`src/rtl/triangle_setup_if.sv`:
```
// Triangle setup bus: projector-side triangle input plus rasterizer-side setup result.
interface triangle_setup_if #(
  parameter int unsigned COORD_WIDTH = 32
);
  logic                                    tri_valid;
  logic signed [2:0][2:0][COORD_WIDTH-1:0] tri_verts;
  logic                                    tri_ready;
  logic                                    setup_valid;
  logic                                    setup_ready;
  logic [15:0]                             bbox_x_min;
  logic [15:0]                             bbox_x_max;
  logic [15:0]                             bbox_y_min;
  logic [15:0]                             bbox_y_max;
  logic signed [2:0][COORD_WIDTH+1:0]      edge_a;
  logic signed [2:0][COORD_WIDTH+1:0]      edge_b;
  logic signed [2:0][COORD_WIDTH+1:0]      edge_c;
  logic signed [COORD_WIDTH+1:0]           area2;
  logic [2:0][COORD_WIDTH-1:0]             vert_z;
  logic                                    done;
  logic [1:0]                              status;
  logic                                    busy;

  // Driver of triangles and consumer of setup results.
  modport master (
    output tri_valid, tri_verts, setup_ready,
    input  tri_ready, setup_valid, bbox_x_min, bbox_x_max, bbox_y_min, bbox_y_max,
           edge_a, edge_b, edge_c, area2, vert_z, done, status, busy
  );

  // The setup stage itself.
  modport slave (
    input  tri_valid, tri_verts, setup_ready,
    output tri_ready, setup_valid, bbox_x_min, bbox_x_max, bbox_y_min, bbox_y_max,
           edge_a, edge_b, edge_c, area2, vert_z, done, status, busy
  );
endinterface

```
`src/rtl/triangle_setup.sv`:
```
// Triangle setup: integer vertices, clamped bounding box, edge functions and signed area.
// Culls degenerate, off-screen and optionally back-facing triangles.
module triangle_setup #(
  parameter int unsigned COORD_WIDTH   = 32,
  parameter int unsigned FB_WIDTH      = 320,
  parameter int unsigned FB_HEIGHT     = 180,
  parameter int unsigned CULL_BACKFACE = 1
) (
  input  logic            clk_in,
  input  logic            rst_in,
  triangle_setup_if.slave io_bus
);
  localparam int unsigned W  = COORD_WIDTH;
  localparam int unsigned HW = COORD_WIDTH / 2;
  localparam int unsigned EW = COORD_WIDTH + 2;
  localparam logic signed [HW-1:0] X_MAX = HW'(FB_WIDTH - 1);
  localparam logic signed [HW-1:0] Y_MAX = HW'(FB_HEIGHT - 1);

  typedef enum logic [3:0] {
    StIdle, StConvert, StBbox, StEdge0, StEdge1, StEdge2, StArea, StDecide, StOutput
  } state_e;

  state_e                r_state, w_state_next;
  logic signed [HW-1:0]  r_px [3];
  logic signed [HW-1:0]  r_py [3];
  logic [2:0][W-1:0]     r_z;
  logic [15:0]           r_x_min, r_x_max, r_y_min, r_y_max;
  logic                  r_empty;
  logic signed [EW-1:0]  r_edge_a [3];
  logic signed [EW-1:0]  r_edge_b [3];
  logic signed [EW-1:0]  r_edge_c [3];
  logic signed [EW-1:0]  r_area2;
  logic                  r_done;
  logic [1:0]            r_status;

  logic signed [HW-1:0]  w_px [3];
  logic signed [HW-1:0]  w_py [3];
  logic                  w_unused_frac;
  logic signed [HW-1:0]  w_x_lo, w_x_hi, w_y_lo, w_y_hi;
  logic [1:0]            w_ei, w_ej;
  logic signed [HW-1:0]  w_pxi, w_pyi, w_pxj, w_pyj;
  logic signed [W-1:0]   w_prod_ij, w_prod_ji;
  logic signed [EW-1:0]  w_edge_a, w_edge_b, w_edge_c;
  logic                  w_done_evt;
  logic [1:0]            w_status_next;
  logic                  w_negate;

  function automatic logic [15:0] clamp_coord(input logic signed [HW-1:0] v,
                                              input logic signed [HW-1:0] hi);
    logic signed [HW-1:0] c;
    if (v < 0)       c = '0;
    else if (v > hi) c = hi;
    else             c = v;
    return 16'(c);
  endfunction

  // Integer part of x/y is an arithmetic floor; fractional bits are dropped.
  always_comb begin
    w_unused_frac = 1'b0;
    for (int k = 0; k < 3; k++) begin
      w_px[k] = io_bus.tri_verts[k][0][W-1:HW];
      w_py[k] = io_bus.tri_verts[k][1][W-1:HW];
      w_unused_frac = w_unused_frac ^ (^io_bus.tri_verts[k][0][HW-1:0])
                                    ^ (^io_bus.tri_verts[k][1][HW-1:0]);
    end
  end

  // Raw (unclamped) extents of the captured vertices.
  always_comb begin
    w_x_lo = r_px[0];
    w_x_hi = r_px[0];
    w_y_lo = r_py[0];
    w_y_hi = r_py[0];
    for (int k = 1; k < 3; k++) begin
      if (r_px[k] < w_x_lo) w_x_lo = r_px[k];
      if (r_px[k] > w_x_hi) w_x_hi = r_px[k];
      if (r_py[k] < w_y_lo) w_y_lo = r_py[k];
      if (r_py[k] > w_y_hi) w_y_hi = r_py[k];
    end
  end

  // Edge i runs from vertex i to vertex (i+1) mod 3; one multiplier pair shared by all edges.
  always_comb begin
    w_ei = 2'd0;
    w_ej = 2'd1;
    case (r_state)
      StEdge1: begin w_ei = 2'd1; w_ej = 2'd2; end
      StEdge2: begin w_ei = 2'd2; w_ej = 2'd0; end
      default: ;
    endcase
    w_pxi     = r_px[w_ei];
    w_pyi     = r_py[w_ei];
    w_pxj     = r_px[w_ej];
    w_pyj     = r_py[w_ej];
    w_prod_ij = W'(w_pxi) * W'(w_pyj);
    w_prod_ji = W'(w_pxj) * W'(w_pyi);
    w_edge_a  = EW'(w_pyi) - EW'(w_pyj);
    w_edge_b  = EW'(w_pxj) - EW'(w_pxi);
    w_edge_c  = EW'(w_prod_ij) - EW'(w_prod_ji);
  end

  // State register.
  always_ff @(posedge clk_in) begin
    if (rst_in) r_state <= StIdle;
    else        r_state <= w_state_next;
  end

  // Next-state, cull decision and done event.
  always_comb begin
    w_state_next  = r_state;
    w_done_evt    = 1'b0;
    w_status_next = 2'b00;
    w_negate      = 1'b0;
    unique case (r_state)
      StIdle:    if (io_bus.tri_valid) w_state_next = StConvert;
      StConvert: w_state_next = StBbox;
      StBbox:    w_state_next = StEdge0;
      StEdge0:   w_state_next = StEdge1;
      StEdge1:   w_state_next = StEdge2;
      StEdge2:   w_state_next = StArea;
      StArea:    w_state_next = StDecide;
      StDecide: begin
        if (r_area2 == '0) begin
          w_done_evt    = 1'b1;
          w_status_next = 2'b10;
          w_state_next  = StIdle;
        end else if (r_empty) begin
          w_done_evt    = 1'b1;
          w_status_next = 2'b11;
          w_state_next  = StIdle;
        end else if ((r_area2 < 0) && (CULL_BACKFACE != 0)) begin
          w_done_evt    = 1'b1;
          w_status_next = 2'b01;
          w_state_next  = StIdle;
        end else begin
          w_negate     = (r_area2 < 0);
          w_state_next = StOutput;
        end
      end
      StOutput: begin
        if (io_bus.setup_ready) begin
          w_done_evt   = 1'b1;
          w_state_next = StIdle;
        end
      end
      default: w_state_next = StIdle;
    endcase
  end

  // Datapath: capture, bbox, edge coefficients, area and optional orientation flip.
  // Conversion is pure wiring, so px/py/z are captured on acceptance; CONVERT is a latency slot.
  always_ff @(posedge clk_in) begin
    if (rst_in) begin
      for (int k = 0; k < 3; k++) begin
        r_px[k]     <= '0;
        r_py[k]     <= '0;
        r_edge_a[k] <= '0;
        r_edge_b[k] <= '0;
        r_edge_c[k] <= '0;
      end
      r_z     <= '0;
      r_x_min <= '0;
      r_x_max <= '0;
      r_y_min <= '0;
      r_y_max <= '0;
      r_empty <= 1'b0;
      r_area2 <= '0;
    end else begin
      case (r_state)
        StIdle: begin
          if (io_bus.tri_valid) begin
            for (int k = 0; k < 3; k++) begin
              r_px[k]  <= w_px[k];
              r_py[k]  <= w_py[k];
              r_z[k]   <= io_bus.tri_verts[k][2];
            end
          end
        end
        StBbox: begin
          r_x_min <= clamp_coord(w_x_lo, X_MAX);
          r_x_max <= clamp_coord(w_x_hi, X_MAX);
          r_y_min <= clamp_coord(w_y_lo, Y_MAX);
          r_y_max <= clamp_coord(w_y_hi, Y_MAX);
          r_empty <= (w_x_hi < 0) || (w_y_hi < 0) || (w_x_lo > X_MAX) || (w_y_lo > Y_MAX);
        end
        StEdge0, StEdge1, StEdge2: begin
          r_edge_a[w_ei] <= w_edge_a;
          r_edge_b[w_ei] <= w_edge_b;
          r_edge_c[w_ei] <= w_edge_c;
        end
        StArea: r_area2 <= r_edge_c[0] + r_edge_c[1] + r_edge_c[2];
        StDecide: begin
          if (w_negate) begin
            for (int k = 0; k < 3; k++) begin
              r_edge_a[k] <= -r_edge_a[k];
              r_edge_b[k] <= -r_edge_b[k];
              r_edge_c[k] <= -r_edge_c[k];
            end
            r_area2 <= -r_area2;
          end
        end
        default: ;
      endcase
    end
  end

  // One-cycle done pulse with its status; status holds until the next triangle completes.
  always_ff @(posedge clk_in) begin
    if (rst_in) begin
      r_done   <= 1'b0;
      r_status <= 2'b00;
    end else begin
      r_done <= w_done_evt;
      if (w_done_evt) r_status <= w_status_next;
    end
  end

  assign io_bus.tri_ready   = (r_state == StIdle);
  assign io_bus.busy        = (r_state != StIdle);
  assign io_bus.setup_valid = (r_state == StOutput);
  assign io_bus.bbox_x_min  = r_x_min;
  assign io_bus.bbox_x_max  = r_x_max;
  assign io_bus.bbox_y_min  = r_y_min;
  assign io_bus.bbox_y_max  = r_y_max;
  assign io_bus.area2       = r_area2;
  assign io_bus.vert_z      = r_z;
  assign io_bus.done        = r_done;
  assign io_bus.status      = r_status;

  for (genvar k = 0; k < 3; k++) begin : g_edge_out
    assign io_bus.edge_a[k] = r_edge_a[k];
    assign io_bus.edge_b[k] = r_edge_b[k];
    assign io_bus.edge_c[k] = r_edge_c[k];
  end
endmodule

```
`src/flat_wrapper.sv`:
```
// flat-port wrapper written by rule: the top's interface ports become plain ports
module triangle_setup_flat 
#(
  parameter int unsigned COORD_WIDTH   = 32,
  parameter int unsigned FB_WIDTH      = 320,
  parameter int unsigned FB_HEIGHT     = 180,
  parameter int unsigned CULL_BACKFACE = 1
)
  (clk_in, rst_in, io_bus_tri_valid, io_bus_tri_verts, io_bus_setup_ready, io_bus_tri_ready, io_bus_setup_valid, io_bus_bbox_x_min, io_bus_bbox_x_max, io_bus_bbox_y_min, io_bus_bbox_y_max, io_bus_edge_a, io_bus_edge_b, io_bus_edge_c, io_bus_area2, io_bus_vert_z, io_bus_done, io_bus_status, io_bus_busy);
  triangle_setup_if #(.COORD_WIDTH(COORD_WIDTH)) io_bus_i ();
  input  logic clk_in;
  input  logic rst_in;
  input wire logic [$bits(io_bus_i.tri_valid)-1:0] io_bus_tri_valid;
  input wire logic [$bits(io_bus_i.tri_verts)-1:0] io_bus_tri_verts;
  input wire logic [$bits(io_bus_i.setup_ready)-1:0] io_bus_setup_ready;
  output wire logic [$bits(io_bus_i.tri_ready)-1:0] io_bus_tri_ready;
  output wire logic [$bits(io_bus_i.setup_valid)-1:0] io_bus_setup_valid;
  output wire logic [$bits(io_bus_i.bbox_x_min)-1:0] io_bus_bbox_x_min;
  output wire logic [$bits(io_bus_i.bbox_x_max)-1:0] io_bus_bbox_x_max;
  output wire logic [$bits(io_bus_i.bbox_y_min)-1:0] io_bus_bbox_y_min;
  output wire logic [$bits(io_bus_i.bbox_y_max)-1:0] io_bus_bbox_y_max;
  output wire logic [$bits(io_bus_i.edge_a)-1:0] io_bus_edge_a;
  output wire logic [$bits(io_bus_i.edge_b)-1:0] io_bus_edge_b;
  output wire logic [$bits(io_bus_i.edge_c)-1:0] io_bus_edge_c;
  output wire logic [$bits(io_bus_i.area2)-1:0] io_bus_area2;
  output wire logic [$bits(io_bus_i.vert_z)-1:0] io_bus_vert_z;
  output wire logic [$bits(io_bus_i.done)-1:0] io_bus_done;
  output wire logic [$bits(io_bus_i.status)-1:0] io_bus_status;
  output wire logic [$bits(io_bus_i.busy)-1:0] io_bus_busy;
  assign io_bus_i.tri_valid = io_bus_tri_valid;
  assign io_bus_i.tri_verts = io_bus_tri_verts;
  assign io_bus_i.setup_ready = io_bus_setup_ready;
  assign io_bus_tri_ready = io_bus_i.tri_ready;
  assign io_bus_setup_valid = io_bus_i.setup_valid;
  assign io_bus_bbox_x_min = io_bus_i.bbox_x_min;
  assign io_bus_bbox_x_max = io_bus_i.bbox_x_max;
  assign io_bus_bbox_y_min = io_bus_i.bbox_y_min;
  assign io_bus_bbox_y_max = io_bus_i.bbox_y_max;
  assign io_bus_edge_a = io_bus_i.edge_a;
  assign io_bus_edge_b = io_bus_i.edge_b;
  assign io_bus_edge_c = io_bus_i.edge_c;
  assign io_bus_area2 = io_bus_i.area2;
  assign io_bus_vert_z = io_bus_i.vert_z;
  assign io_bus_done = io_bus_i.done;
  assign io_bus_status = io_bus_i.status;
  assign io_bus_busy = io_bus_i.busy;
  triangle_setup #(.COORD_WIDTH(COORD_WIDTH), .FB_WIDTH(FB_WIDTH), .FB_HEIGHT(FB_HEIGHT), .CULL_BACKFACE(CULL_BACKFACE)) u_core (.clk_in(clk_in), .rst_in(rst_in), .io_bus(io_bus_i));
endmodule
```
`config.mk`:
```
export PLATFORM = sky130hd
export DESIGN_NAME = triangle_setup_flat
export DESIGN_NICKNAME = d
export VERILOG_FILES = /design/src/rtl/triangle_setup_if.sv /design/src/rtl/triangle_setup.sv /design/src/flat_wrapper.sv
export SDC_FILE = /design/constraint.sdc
export NUM_CORES = 2
export LEC_CHECK = 0
export CAP_MARGIN = 40
export CORE_AREA = 2 2 310 312
export CTS_CLUSTER_SIZE = 40
export DETAILED_ROUTE_END_ITERATION = 16
export DIE_AREA = 0 0 312 314
export GPL_ROUTABILITY_DRIVEN = 1
export GPL_TIMING_DRIVEN = 0
export HOLD_SLACK_MARGIN = 0.06
export PLACE_DENSITY = 0.74
export SLEW_MARGIN = 10
export SYNTH_ARGS = -nofsm -noshare
export SYNTH_HDL_FRONTEND = slang
export SYNTH_SLANG_ARGS = --single-unit
```
`constraint.sdc`:
```
create_clock -name clk_in -period 13 [get_ports clk_in]
set_input_delay 1.3 -clock clk_in [delete_from_list [all_inputs] [get_ports clk_in]]
set_output_delay 1.3 -clock clk_in [all_outputs]
set_load 0.005 [all_outputs]
```
==> flow_summary.json <==
{
  "setup_tns_ns": 0,
  "num_vias": 37700,
  "dpl.hpwl_mm": 141,
  "synth_top_cell_by_area": "fa_1",
  "cts_num_sinks": 495,
  "grt-ovfl-total": 0,
  "post-route-min-period_ns": 11.82,
  "worst_setup_path_end_kind": "flop",
  "initial_utilization_pct": 48.7,
  "drt-initial-drc-count": 3451,
  "cp-start-kind": "flop",
  "clock_skew_ns": 0.0461,
  "slew_headroom_pct": 27.6,
  "setup_viol": 0,
  "grt_pass1_vias": 38900,
  "grt_use_total_pct": 34.3,
  "ios": 798,
  "synth.area.top_cells": "fa_1, edfxtp_1, ha_1",
  "ys_top_cells_by_count": "inv_1, fa_1, nor2_1",
  "numPortBuffers": 696,
  "cts_resized": 0,
  "rr_startpoint": "u_core.r_state[0]",
  "timing.final.crit_share_pct": 90.9,
  "synth_compound_area_share_pct": 9.66,
  "cp.required_ns": 13.37,
  "grt_pass1_wl_mm": 248,
  "synth.area.mux_share_pct": 0.947,
  "ant_nets": 0,
  "hp-class": "reg2reg",
  "cts_tree": "built",
  "cts_buffers": 53,
  "place_congestion": 1.02,
  "synth_top_area_share_pct": 27.2,
  "rows": 113,
  "critPathLaunch": "u_core.r_state[0]",
  "cts.reportedPaths.clkPinSlew_ns": 0.06,
  "syn_avg_cell_area_um2": 9.80,
  "synth_cells": 4691,
  "crit_fanout": 10,
  "hold_buffers": 0,
  "antenna_found_initial": 4,
  "nets": 6721,
  "dieArea_um2": 98000,
  "finalNonFillerCells": 6798,
  "drc": 0,
  "wl_per_cell_um": 24.8,
  "synth_edf_count": 297,
  "worstMarginPinSlew_ns": 1.09,
  "rsz0062_at_grt": "false",
  "synth_flop_cell": "edfxtp_1",
  "synth.most_common_cell": "inv_1",
  "synth_top_family_by_area": "adder cells",
  "worstSetupPathType": "reg2reg",
  "cts_max_path_buffers": 3,
  "area_delta_synth_final_pct": 24.0,
  "synth_area_um2": 46000,
  "dieWidth_um": 312,
  "crit_arrival_ns": 12.18,
  "first_pass_iters": 9,
  "core_area_um2": 94400,
  "finalHoldViolations": 0,
  "regToRegSetupSlack_ns": 1.18,
  "synthArstFlopShare_pct": 0,
  "place_inst": 6693,
  "die-height_um": 314,
  "nFillCells": 8167,
  "hp-start": "u_core.io_bus.bbox_y_max[6]",
  "drv_cap": 0,
  "drive_gt1_share_pct": 5.66,
  "h-tree-depth": 2,
  "viasPerCell": 5.54,
  "max_freq_mhz": 84.6,
  "clk_latency_ns": 0.68,
  "synth_simple_gate_area_share_pct": 13.8,
  "drv_slew": 0,
  "postCtsSetupBuffers": 0,
  "outcome": "finished, final reports clean",
  "clockRootBuffer": "clkbuf_16",
  "grt_max_degree": 69,
  "yosysSeqAreaShare_pct": 28.0,
  "slowest_delay_ns": 0.83,
  "synth_fa_ha_area_share_pct": 35.9,
  "synth.distinct_cells": 77,
  "yosys_warnings": 0,
  "ys_seq_elements": 495,
  "synth_xor_area_share_pct": 2.00,
  "wirelength_mm": 168,
  "cp_slowest_cell": "o221ai_1"
}
[final timing paths]
kind,endpoint,depth (start not counted)
worst max-delay path,u_core.r_edge_c[0][31],33
worst min-delay path,u_core.io_bus.bbox_y_max[6],2
worst max register to register,u_core.r_edge_c[0][31],33
worst min register to register,u_core.io_bus.bbox_y_max[6],2
[cell usage in the layout, fill, tap and decap left out, drive strengths merged, types with 14 or more instances in the layout]
master / netlist / routed
a211oi: 14 / 14
a21o: 48 / 48
a21oi: 210 / 210
a22o: 102 / 102
a31oi: 14 / 14
and2: 108 / 108
and3: 47 / 47
buf: 127 / 167
clkbuf: 164 / 240
clkdlybuf4s50: 0 / 696
clkinv: 12 / 24
dfxtp: 198 / 198
edfxtp: 297 / 297
fa: 625 / 625
ha: 317 / 317
inv: 774 / 779
mux2i: 31 / 31
nand2: 331 / 331
nand2b: 48 / 48
nand3: 84 / 84
nand3b: 21 / 21
nand4: 23 / 23
nor2: 593 / 593
nor2b: 28 / 28
nor3: 30 / 30
nor4: 16 / 16
o211ai: 24 / 24
o21ai: 78 / 78
o221a: 17 / 17
o221ai: 37 / 37
or2: 14 / 14
or3: 14 / 14
xnor2: 72 / 72
xor2: 33 / 33
[worst max-delay path: cells and delay by family, from the launching register on]
kind | cells | cell delay, ns
and+or+nand+nor | 4 | 1.55
AOI/OAI and AO/OA | 8 | 2.25
buffers and inverters | 11 | 2.17
adders and majority gates | 9 | 4.89
DFF | 1 | 0.30
xor gates and xnor gates | 1 | 0.32
[state kept, by name, indices dropped and copies added, names as in the netlist, 15 cells and up]
register,count
u_core.r_edge_c,99
u_core.io_bus.bbox_y_max,15
u_core.io_bus.bbox_x_min,15
u_core.io_bus.vert_z,96
u_core.r_px,48
u_core.io_bus.bbox_x_max,15
u_core.r_edge_b,51
u_core.r_edge_a,51
u_core.r_py,48
u_core.io_bus.bbox_y_min,15
u_core.io_bus.area2,34
[layout make-up]
class	count	area (um2)	area share, %
clock inverters	25	379	0.665
well taps	1265	1580	2.78
repair buffers	738	7460	13.1
plain buffers	291	1520	2.66
inverters	786	2950	5.18
flip-flops and latches	495	12900	22.6
clock buffers	74	1480	2.60
diodes	2	5.00	0.00878
multi-input cells	3122	28700	50.4
[routing by layer]
layer	up-vias	GRT usage [%]	part of all wire, %
li1	16700	-	-
met1	18400	39.9	36
met2	2055	56.8	47
met3	469	9.89	10
met4	4	19.6	6.7
met5	-	0	0.014
[cell families (layout without fill, tap and decap cells)]
family / count (synthesis) / count (layout)
compound gates: 642 / 642
mux: 41 / 41
xor+xnor: 105 / 105
buf+inv: 1077 / 1914
flops: 495 / 495
other cells: 1 / 6
simple gates: 1388 / 1388
fa+ha+maj: 942 / 942
[metrics by stage]
| step | hold WS, ns | util (%) | instance area, um2 | worst slack (ns) |
|---|---|---|---|---|
| final | 0.451 | 60.3 | 57000 | 1.18 |
| after global routing | 0.484 | 60.3 | 57000 | 0.773 |
| after CTS | 0.453 | 60.3 | 56900 | 1.53 |
| after detailed placement | 0.447 | 58.3 | 55100 | 1.60 |
| after global placement | 0.444 | 57.7 | 54500 | 1.27 |
| after floorplan | 0.448 | - | 46000 | 3.77 |
Power is left out: the tool's default activity adds up to more than one toggle a clock period on the data nets, which glitch-free logic cannot reach.
